### config.mk
export PLATFORM = sky130hd
export DESIGN_NAME = edge_event_ctrl
export DESIGN_NICKNAME = d
export VERILOG_FILES = /design/src/rtl/edge_pkg.sv /design/src/rtl/edge_event_chan.sv /design/src/rtl/edge_event_ctrl.sv
export SDC_FILE = /design/constraint.sdc
export NUM_CORES = 1
export LEC_CHECK = 0
export CAP_MARGIN = 5
export CORE_MARGIN = 8
export CORE_UTILIZATION = 52
export CTS_BUF_LIST = sky130_fd_sc_hd__clkbuf_8
export CTS_CLUSTER_SIZE = 25
export DETAILED_ROUTE_END_ITERATION = 8
export PLACE_DENSITY = 0.82
export SYNTH_ARGS = -nofsm -noshare
export SYNTH_HDL_FRONTEND = slang
export SYNTH_SLANG_ARGS = --single-unit
### constraint.sdc
create_clock -name clk_i -period 2.1 [get_ports clk_i]
set_input_delay 0.42 -clock clk_i [delete_from_list [all_inputs] [get_ports clk_i]]
set_output_delay 0.42 -clock clk_i [all_outputs]
set_load 0.05 [all_outputs]
### src/rtl/edge_pkg.sv
// Shared definitions for the edge event controller: mode encodings and
// the channel-index width helper.
package edge_pkg;

  typedef enum logic [1:0] {
    EDGE_OFF  = 2'b00,
    EDGE_RISE = 2'b01,
    EDGE_FALL = 2'b10,
    EDGE_BOTH = 2'b11
  } edge_mode_e;

  // Width of a channel index; never narrower than one bit.
  function automatic int chw(input int n);
    return (n > 1) ? $clog2(n) : 1;
  endfunction

endpackage

### src/rtl/edge_event_chan.sv
// One monitored channel: synchronizer, hold flop, edge qualification and
// the pending/direction/overrun bookkeeping for that channel.
module edge_event_chan
  import edge_pkg::*;
#(
  parameter int SYNC_STAGES = 2
) (
  input  logic       clk_i,
  input  logic       rst_n_i,
  input  logic       sig_i,
  input  logic       enable_i,
  input  logic [1:0] mode_i,
  input  logic       clr_i,
  input  logic       primed_i,
  input  logic       load_i,
  output logic       pending_o,
  output logic       rise_o,
  output logic       overrun_o
);

  logic [SYNC_STAGES-1:0] sync_q, sync_d;
  logic hold_q, hold_d;
  logic pending_q, pending_d;
  logic rise_q, rise_d;
  logic overrun_q, overrun_d;
  logic synced, is_edge, dir_allowed, qual;

  // Synchronizer and hold flops run regardless of enable so re-enabling never sees a stale level.
  always_comb begin
    sync_d = {sync_q[SYNC_STAGES-2:0], sig_i};
    hold_d = sync_q[SYNC_STAGES-1];
  end

  // Qualify an edge by enable, priming and the direction selected by the mode.
  always_comb begin
    synced      = sync_q[SYNC_STAGES-1];
    is_edge     = synced ^ hold_q;
    dir_allowed = synced ? (mode_i == EDGE_RISE || mode_i == EDGE_BOTH)
                         : (mode_i == EDGE_FALL || mode_i == EDGE_BOTH);
    qual        = primed_i & enable_i & is_edge & dir_allowed;
  end

  // Pending/overrun update: clear wins, a load frees the flag for a same-clock edge.
  always_comb begin
    pending_d = pending_q;
    rise_d    = rise_q;
    overrun_d = overrun_q;
    if (clr_i) begin
      pending_d = 1'b0;
      overrun_d = 1'b0;
    end else if (load_i) begin
      pending_d = qual;
      if (qual) rise_d = synced;
    end else if (qual) begin
      if (pending_q) begin
        overrun_d = 1'b1;
      end else begin
        pending_d = 1'b1;
        rise_d    = synced;
      end
    end
  end

  // Channel state register.
  always_ff @(posedge clk_i or negedge rst_n_i) begin
    if (!rst_n_i) begin
      sync_q    <= '0;
      hold_q    <= 1'b0;
      pending_q <= 1'b0;
      rise_q    <= 1'b0;
      overrun_q <= 1'b0;
    end else begin
      sync_q    <= sync_d;
      hold_q    <= hold_d;
      pending_q <= pending_d;
      rise_q    <= rise_d;
      overrun_q <= overrun_d;
    end
  end

  assign pending_o = pending_q;
  assign rise_o    = rise_q;
  assign overrun_o = overrun_q;

endmodule

### src/rtl/edge_event_ctrl.sv
// Edge event controller top: per-channel detectors, round-robin arbiter
// and a single valid/ready event slot.
module edge_event_ctrl
  import edge_pkg::*;
#(
  parameter int NUM_CH      = 4,
  parameter int SYNC_STAGES = 2,
  parameter int CHW         = chw(NUM_CH)
) (
  input  logic                clk_i,
  input  logic                rst_n_i,
  input  logic [NUM_CH-1:0]   sig_i,
  input  logic [NUM_CH-1:0]   enable_i,
  input  logic [2*NUM_CH-1:0] mode_i,
  input  logic [NUM_CH-1:0]   clr_i,
  output logic                evt_valid_o,
  input  logic                evt_ready_i,
  output logic [CHW-1:0]      evt_ch_o,
  output logic                evt_rise_o,
  output logic [NUM_CH-1:0]   pending_o,
  output logic [NUM_CH-1:0]   overrun_o,
  output logic                irq_o
);

  localparam logic [2:0] PRIME_DONE = 3'(SYNC_STAGES + 1);

  logic [2:0]        prime_q, prime_d;
  logic              primed;
  logic              valid_q, valid_d;
  logic [CHW-1:0]    ch_q, ch_d;
  logic              rise_q, rise_d;
  logic [CHW-1:0]    ptr_q, ptr_d;
  logic              irq_q, irq_d;
  logic [NUM_CH-1:0] pending, rise_vec, load, req;
  logic [CHW-1:0]    grant, cand;
  logic              found;
  int                idx;

  for (genvar g = 0; g < NUM_CH; g++) begin : g_chan
    edge_event_chan #(.SYNC_STAGES(SYNC_STAGES)) u_chan (
      .clk_i     (clk_i),
      .rst_n_i   (rst_n_i),
      .sig_i     (sig_i[g]),
      .enable_i  (enable_i[g]),
      .mode_i    (mode_i[2*g +: 2]),
      .clr_i     (clr_i[g]),
      .primed_i  (primed),
      .load_i    (load[g]),
      .pending_o (pending[g]),
      .rise_o    (rise_vec[g]),
      .overrun_o (overrun_o[g])
    );
  end

  // Hold off detection until the synchronizer and hold flops have been refilled from sig_i.
  always_comb begin
    primed  = (prime_q == PRIME_DONE);
    prime_d = primed ? prime_q : prime_q + 3'd1;
  end

  // Round-robin arbiter and slot: a channel being cleared this clock is not eligible, so clear discards it.
  always_comb begin
    load    = '0;
    valid_d = valid_q;
    ch_d    = ch_q;
    rise_d  = rise_q;
    ptr_d   = ptr_q;
    found   = 1'b0;
    grant   = '0;
    cand    = '0;
    idx     = 0;
    req     = pending & ~clr_i;
    for (int i = 0; i < NUM_CH; i++) begin
      idx = int'(ptr_q) + i;
      if (idx >= NUM_CH) idx = idx - NUM_CH;
      cand = CHW'(idx);
      if (!found && req[cand]) begin
        found = 1'b1;
        grant = cand;
      end
    end
    if (!valid_q || evt_ready_i) begin
      if (found) begin
        valid_d     = 1'b1;
        ch_d        = grant;
        rise_d      = rise_vec[grant];
        load[grant] = 1'b1;
        ptr_d       = (grant == CHW'(NUM_CH - 1)) ? '0 : grant + 1'b1;
      end else begin
        valid_d = 1'b0;
      end
    end
    irq_d = (|pending) | valid_q;
  end

  // Slot, pointer, priming counter and interrupt registers.
  always_ff @(posedge clk_i or negedge rst_n_i) begin
    if (!rst_n_i) begin
      prime_q <= '0;
      valid_q <= 1'b0;
      ch_q    <= '0;
      rise_q  <= 1'b0;
      ptr_q   <= '0;
      irq_q   <= 1'b0;
    end else begin
      prime_q <= prime_d;
      valid_q <= valid_d;
      ch_q    <= ch_d;
      rise_q  <= rise_d;
      ptr_q   <= ptr_d;
      irq_q   <= irq_d;
    end
  end

  assign evt_valid_o = valid_q;
  assign evt_ch_o    = ch_q;
  assign evt_rise_o  = rise_q;
  assign pending_o   = pending;
  assign irq_o       = irq_q;

endmodule

==> results of run 1 <==
[synthesized netlist by cell type]
cell / instances
dfrtp_1: 34
nand2_1: 25
inv_1: 12
buf_4: 8
o21ai_0: 7
ha_1: 6
o21ai_1: 5
a21o_1: 4
a32o_1: 4
and4_1: 4
mux2_1: 4
nand3b_1: 4
and2b_4: 3
nand2b_1: 3
a21oi_1: 2
mux2i_1: 2
nor2_1: 2
nor3_1: 2
a211oi_1: 1
a21boi_1: 1
and2b_1: 1
and3b_1: 1
clkbuf_1: 1
mux2_2: 1
nor2b_1: 1
nor3b_1: 1
nor4_1: 1
nor4b_1: 1
nor4bb_1: 1
o221ai_1: 1
o22a_1: 1
o41ai_4: 1
or2_1: 1
xnor2_1: 1
[power groups by stage]
stage                     combinational, mW  sequential, mW  clock (mW)
after detailed placement              0.449           0.810           0
final                                 0.494           0.805       0.492
after CTS                             0.467           0.800       0.493
after floorplan                       0.171           0.892           0
after global placement                0.438           0.801           0
after global routing                  0.527           0.816       0.523
[flip-flops by register name, summed over array words and instances, names as in the netlist, 2 cells and up]
| register | cells |
|---|---|
| g_chan.u_chan.sync_q | 8 |
| evt_ch_o | 2 |
| g_chan.u_chan.pending_o | 4 |
| prime_q | 3 |
| g_chan.u_chan.overrun_o | 4 |
| g_chan.u_chan.hold_q | 4 |
| g_chan.u_chan.rise_o | 4 |
| ptr_q | 2 |
[critical path: cells and delay by family (launching register included)]
kind                       cells  cell delay (ns)
DFF                            1             0.46
AOI/OAI and AO/OA              3             0.45
and+or+nand+nor                2             0.37
muxes                          1             0.30
buffers and inverters          2             0.20
adders and majority gates      1             0.18
[metrics by stage]
step	power (mW)	TNS [ns]	hold WS (ns)	area (um2)	setup WS (ns)
6_report	1.79	0	0.349	2230	0.00165
2_1_floorplan	1.06	0	0.124	1610	0.189
3_3_place_gp	1.24	-3.13	0.331	2020	-0.387
4_1_cts	1.76	0	0.351	2170	0.0154
3_5_place_dp	1.26	-4.18	0.336	2020	-0.477
5_1_grt	1.87	-0.0872	0.364	2230	-0.0570
[kinds of logic after synthesis]
| kind of cell | synth area share (%) |
|---|---|
| AOI/OAI and AO/OA | 12.5 |
| adders and majority gates | 4.67 |
| buffers and inverters | 6.78 |
| and+or+nand+nor | 17.8 |
| DFF | 53.0 |
| xor gates and xnor gates | 0.545 |
| muxes | 4.75 |
[path summary, 6_finish.rpt]
| kind | start | end | slack [ns] | cells past startpoint |
|---|---|---|---|---|
| max | g_chan[0].u_chan.pending_o$_DFFE_PN0P_ | g_chan[2].u_chan.rise_o$_DFFE_PN0P_ | 0.002 | 9 |
| min | g_chan[0].u_chan.sync_q[0]$_DFF_PN0_ | g_chan[0].u_chan.sync_q[1]$_DFF_PN0_ | 0.35 | 0 |
| max reg2reg | g_chan[0].u_chan.pending_o$_DFFE_PN0P_ | g_chan[2].u_chan.rise_o$_DFFE_PN0P_ | 0.002 | 9 |
| min reg2reg | g_chan[0].u_chan.sync_q[0]$_DFF_PN0_ | g_chan[0].u_chan.sync_q[1]$_DFF_PN0_ | 0.35 | 0 |
| max in group asynchronous | rst_n_i | ptr_q[1]$_DFFE_PN0P_ | 1.24 | 2 |
| min in group asynchronous | rst_n_i | evt_rise_o$_DFFE_PN0P_ | 0.54 | 2 |
[layer usage]
metal	vias up	wire length (um)	share of wire, %	track usage (%)
li1	595	-	-	-
met1	640	1530	39	15.8
met2	48	2110	53	28.5
met3	8	265	6.7	5.02
met4	0	52	1.3	6.58
met5	-	0	0	0
[area by class of cell]
class,instances,area [um2],share of cell area (%)
inverters,12,45.0,2.02
well taps,33,41.3,1.85
repair buffers,52,479,21.5
clock inverters,2,8.76,0.393
flip-flops and latches,34,852,38.3
clock buffers,6,82.6,3.71
multi-input cells,92,717,32.2
[timing repair]
| item | in CTS | in global routing |
|---|---|---|
| setup buffers | 4 | 2 |
| resized for setup | 12 | 12 |
| endpoints found under the setup margin | 6 | 7 |
| pin swaps | 4 | 4 |
==> flow_metrics.py, run 1 <==
metrics = {
    "placement": {
        "io_buffers": 35,
        "dp_hpwl_um": 2770,
        "place.gp.congestion": 0.881,
        "dp_cells": 217,
    },
    "timing": {
        "fin_skew_ns": 0.0123,
        "max_freq_ghz": 0.477,
        "fin_crit_sh_pct": 99.9,
        "rsz0062_at_grt": "true",
        "relSlewSlack_pct": 63.3,
        "finalMaxSlewViolations": 0,
        "finalHoldViolCount": 0,
        "finalSetupViolCount": 0,
        "tightest_slew_ns": 0.549,
        "period_minus_slack_ns": 2.10,
    },
    "run_status": {
        "outcome": "finished clean",
    },
    "synthesis": {
        "synth_seq_cells": 34,
        "ys_types": 34,
        "synth.avg_cell_area_um2": 10.9,
        "ys_top_cells_by_area": "dfrtp_1 (53%), nand2_1 (5.8%), ha_1 (4.7%), buf_4 (3.7%), inv_1 (2.8%)",
        "netlist_instances": 147,
        "syn-num-nets": 176,
        "ys_seq_area_share_pct": 53.0,
        "yosys_warnings": 0,
        "synth_top_area_cell": "dfrtp_1",
        "syn_area_mm2": 0.00161,
        "yosys.area.top_type_share_pct": 53.0,
    },
    "setup_path": {
        "crit_path_top_delay_cell": "dfrtp_1",
        "slowest_delay_ns": 0.46,
        "arrival_ns": 2.26,
        "crit_path_start_kind": "register",
        "cp_max_fo": 7,
        "critical_path_class": "reg2reg",
        "required_ns": 2.26,
        "critPathCaptureType": "register",
        "path_cells": "and3b_2, a211oi_4, o21ai_4, buf_4, ha_2, inv_1, o21ai_1, nand2_1, mux2_4",
    },
    "clock_network": {
        "clkTransAtPathRegs_ns": 0.08,
        "clockRootBuffer": "clkbuf_8",
        "clk_latency_ns": 0.29,
        "cts_buffers": 5,
        "clock_path_buffers": 2,
        "cts_tree": "done",
        "htree_levels": 2,
        "clock-sinks": 34,
        "ctsHoldBuffers": 0,
    },
    "floorplanning": {
        "row_count": 20,
        "core_area_mm2": 0.00300,
        "die-area_mm2": 0.00512,
        "die_h_um": 71.6,
        "ios": 36,
        "die_x_um": 71.6,
        "start_util_pct": 53.5,
    },
    "detailed_routing": {
        "num_vias": 1291,
        "finalWirelength_um": 3960,
        "ant_nets": 0,
        "viasPerCell": 5.59,
        "avgRoutedWirePerCell_um": 17.1,
        "drt_iter0_drc": 75,
        "post-route-drc-count": 0,
        "first_pass_iters": 6,
    },
    "finish": {
        "nFillCells": 204,
        "drive_above_1_share_pct": 23.2,
        "final_cell_mix": "dfrtp_1 (33), clkdlybuf4s50_1 (30), nand2_1 (25)",
        "diodes": 0,
        "nets": 226,
        "syn_to_final_growth_pct": 38.6,
        "final_common_cell": "dfrtp_1",
        "fin_util_pct": 74.1,
        "stdcell_count": 231,
    },
    "pwr": {
        "p_comb_share_pct": 27.6,
        "peakVddDrop_mv": 0.535,
        "swShare_pct": 32.3,
        "p_int_mw": 1.21,
        "seqPwrFrac_pct": 45.0,
        "p_leak_nw": 1.06,
        "clkPwrFrac_pct": 27.5,
        "switching_power_uw": 579,
        "pwr_density_cell_mw_per_mm2": 804,
    },
    "grt": {
        "grt_antenna_before_repair": 0,
        "grt_max_degree": 35,
        "grt_pass1_vias": 1425,
        "grt.overflow.total": 0,
        "grtUsageTotal_pct": 15.6,
        "grt_pass1_wl_um": 6310,
    },
    "flow_run": {
        "cap_violations": 0,
    },
    "hold_path": {
        "hp-class": "reg2reg",
    },
}
Power figures use the tool's default switching activity.
==> run 2, diff against run 1 <==
Settings changed: CORE_ASPECT_RATIO set to 1.75, CTS_CLUSTER_DIAMETER set to 60.
==> run 2 against run 1 <==
Compared with the run above:
- critical path depth grew 1
- sequential share of layout area shrank 1.1 points
- worst setup slack gained 0.032 ns
- register-to-register slack gained 0.05 ns
- highest routed layer unchanged
- core utilization grew 4.3 points
- via count grew 1.4%
- clock skew shrank 0.0013 ns
- flip-flop and latch count is the same
- total power is essentially flat
- final cell count shrank 0.43%
- clock-buffer cell count is the same
- final area grew 3.1%
==> flow_metrics.py, run 2 (synthesis results as in run 1) <==
metrics = {
    "run_status": {
        "outcome": "finished clean",
    },
    "detailed_routing": {
        "first_pass_iters": 4,
        "post-route-drc-count": 0,
        "num_vias": 1309,
        "avgRoutedWirePerCell_um": 17.5,
        "ant_nets": 0,
        "viasPerCell": 5.69,
        "drt_iter0_drc": 25,
        "finalWirelength_um": 4020,
    },
    "clock_network": {
        "clock-sinks": 34,
        "clk_latency_ns": 0.29,
        "clockRootBuffer": "clkbuf_8",
        "clkTransAtPathRegs_ns": 0.07,
        "clock_path_buffers": 2,
        "cts_buffers": 5,
        "htree_levels": 2,
        "cts_tree": "done",
        "ctsHoldBuffers": 0,
    },
    "setup_path": {
        "rrSetupSlack_ns": 0.05,
        "rr_startpoint": "g_chan[0].u_chan.pending_o$_DFFE_PN0P_",
        "crit_top_cell": "o21ai_1",
        "crit_path_start_kind": "primary input",
        "arrival_ns": 2.23,
        "cp.buffers_inverters": 3,
        "cp_max_fo": 4,
        "slowest_delay_ns": 0.48,
        "r2r_cells": 9,
        "critical-path-top-delay-family": "buffers and inverters",
        "required_ns": 2.27,
        "timing.rr.end": "g_chan[3].u_chan.rise_o$_DFFE_PN0P_",
        "critical_path_class": "in2reg",
        "critPathCaptureType": "register",
        "crit_start": "clr_i[3]",
        "crit_path_top_delay_cell": "clkdlybuf4s50_1",
        "worst-path-stages": 10,
        "path_cells": "clkdlybuf4s50_1, nand2b_4, o21ai_1, o22a_1, inv_2, ha_2, inv_1, o21ai_1, nand2_1, mux2_4",
    },
    "grt": {
        "grtUsageTotal_pct": 16.8,
        "grt_max_degree": 35,
        "grt_pass1_vias": 1453,
        "grt_pass1_wl_um": 6520,
        "grt.overflow.total": 0,
        "grt_antenna_before_repair": 0,
    },
    "floorplanning": {
        "die-area_mm2": 0.00519,
        "row_count": 26,
        "core_area_mm2": 0.00293,
        "die_h_um": 89.5,
        "start_util_pct": 54.9,
        "die_x_um": 58.0,
        "ios": 36,
    },
    "finish": {
        "fin_util_pct": 78.4,
        "stdcell_count": 230,
        "drive_above_1_share_pct": 28.7,
        "multi_input_area_um2": 744,
        "final_common_cell": "dfrtp_1",
        "top_register": "g_chan.u_chan.sync_q",
        "diodes": 0,
        "nets": 232,
        "largest_reg_flops": 8,
        "nFillCells": 189,
        "final_cell_mix": "dfrtp_1 (32), clkdlybuf4s50_1 (30), nand2_1 (25)",
        "final-seq-area_um2": 853,
        "syn_to_final_growth_pct": 42.9,
    },
    "timing": {
        "tightest_slew_ns": 0.516,
        "fin_skew_ns": 0.0110,
        "fin_crit_sh_pct": 98.4,
        "finalSetupTns_ns": 0,
        "rsz0062_at_grt": "true",
        "relSlewSlack_pct": 65.5,
        "finalHoldViolCount": 0,
        "finalMaxSlewViolations": 0,
        "finalSetupViolCount": 0,
        "period_minus_slack_ns": 2.07,
        "fin_ws_ns": 0.0333,
        "max_freq_ghz": 0.484,
    },
    "flow_run": {
        "cap_violations": 0,
    },
    "placement": {
        "post-place-ws_ns": -0.566,
        "dp_hpwl_um": 2820,
        "dp_cells": 215,
        "place.gp.congestion": 0.831,
        "io_buffers": 35,
    },
    "pwr": {
        "pwr_density_cell_mw_per_mm2": 779,
        "p_leak_nw": 1.09,
        "peakVddDrop_mv": 0.679,
        "finalPower_mw": 1.79,
    },
    "hold_path": {
        "hp-class": "reg2reg",
        "min_from": "g_chan[1].u_chan.sync_q[0]$_DFF_PN0_",
        "hold_end": "g_chan[1].u_chan.sync_q[1]$_DFF_PN0_",
        "min_path_cells": 0,
    },
}
## run 2: metal layers
layer  GRT usage (%)  wire length, um  part of all wire (%)
met1            15.3             1490                    37
met3            5.04              160                   4.0
met2            31.9             2260                    56
met5               0                0                     0
met4            9.19              109                   2.7
## run 2: metrics by stage
| step | area [um2] | hold slack (ns) |
|---|---|---|
| final | 2300 | 0.343 |
| after global routing | 2300 | 0.367 |
| after CTS | 2230 | 0.351 |
| after detailed placement | 2040 | 0.336 |
| after global placement | 2040 | 0.334 |
| after floorplan | 1610 | 0.124 |
## run 2: timing repair
| item | in CTS | in global routing |
|---|---|---|
| pin swaps | 8 | 7 |
| setup buffers | 6 | 3 |
| resized for setup | 22 | 11 |
| cloned | 0 | 0 |
| endpoints found under the setup margin | 6 | 9 |
## run 2: layout make-up
type                            count  area share, %
Inverter                           12           1.96
Sequential cell                    34           37.2
Tap cell                           28           1.53
Timing Repair Buffer               58           23.3
Clock buffer                        6           3.60
Multi-Input combinational cell     92           32.4
## run 2: worst register-to-register path: cells and delay by family (launching register included)
kind | cells | cell delay (ns)
AO/OA/AOI/OAI | 3 | 0.54
flip-flops | 1 | 0.45
buffers and inverters | 2 | 0.15
AND/OR/NAND/NOR | 2 | 0.35
adder cells (fa/ha/maj) | 1 | 0.14
multiplexers | 1 | 0.30
## run 2: how the worst max path moves through the flow
stage	endpoint	slack, ns
floorplan	g_chan[0].u_chan.rise_o$_DFFE_PN0P_	0.19
global placement	g_chan[3].u_chan.rise_o$_DFFE_PN0P_	-0.40
detailed placement	g_chan[1].u_chan.rise_o$_DFFE_PN0P_	-0.57
CTS	g_chan[1].u_chan.rise_o$_DFFE_PN0P_	-0.008
global route	g_chan[0].u_chan.rise_o$_DFFE_PN0P_	-0.03
finish	g_chan[0].u_chan.rise_o$_DFFE_PN0P_	0.03
## run 2: where the power goes
part           switching, mW  internal, mW  total (mW)
Sequential            0.0669         0.736       0.803
Combinational          0.284         0.230       0.514
Clock                  0.220         0.252       0.473
Total                  0.571          1.22        1.79
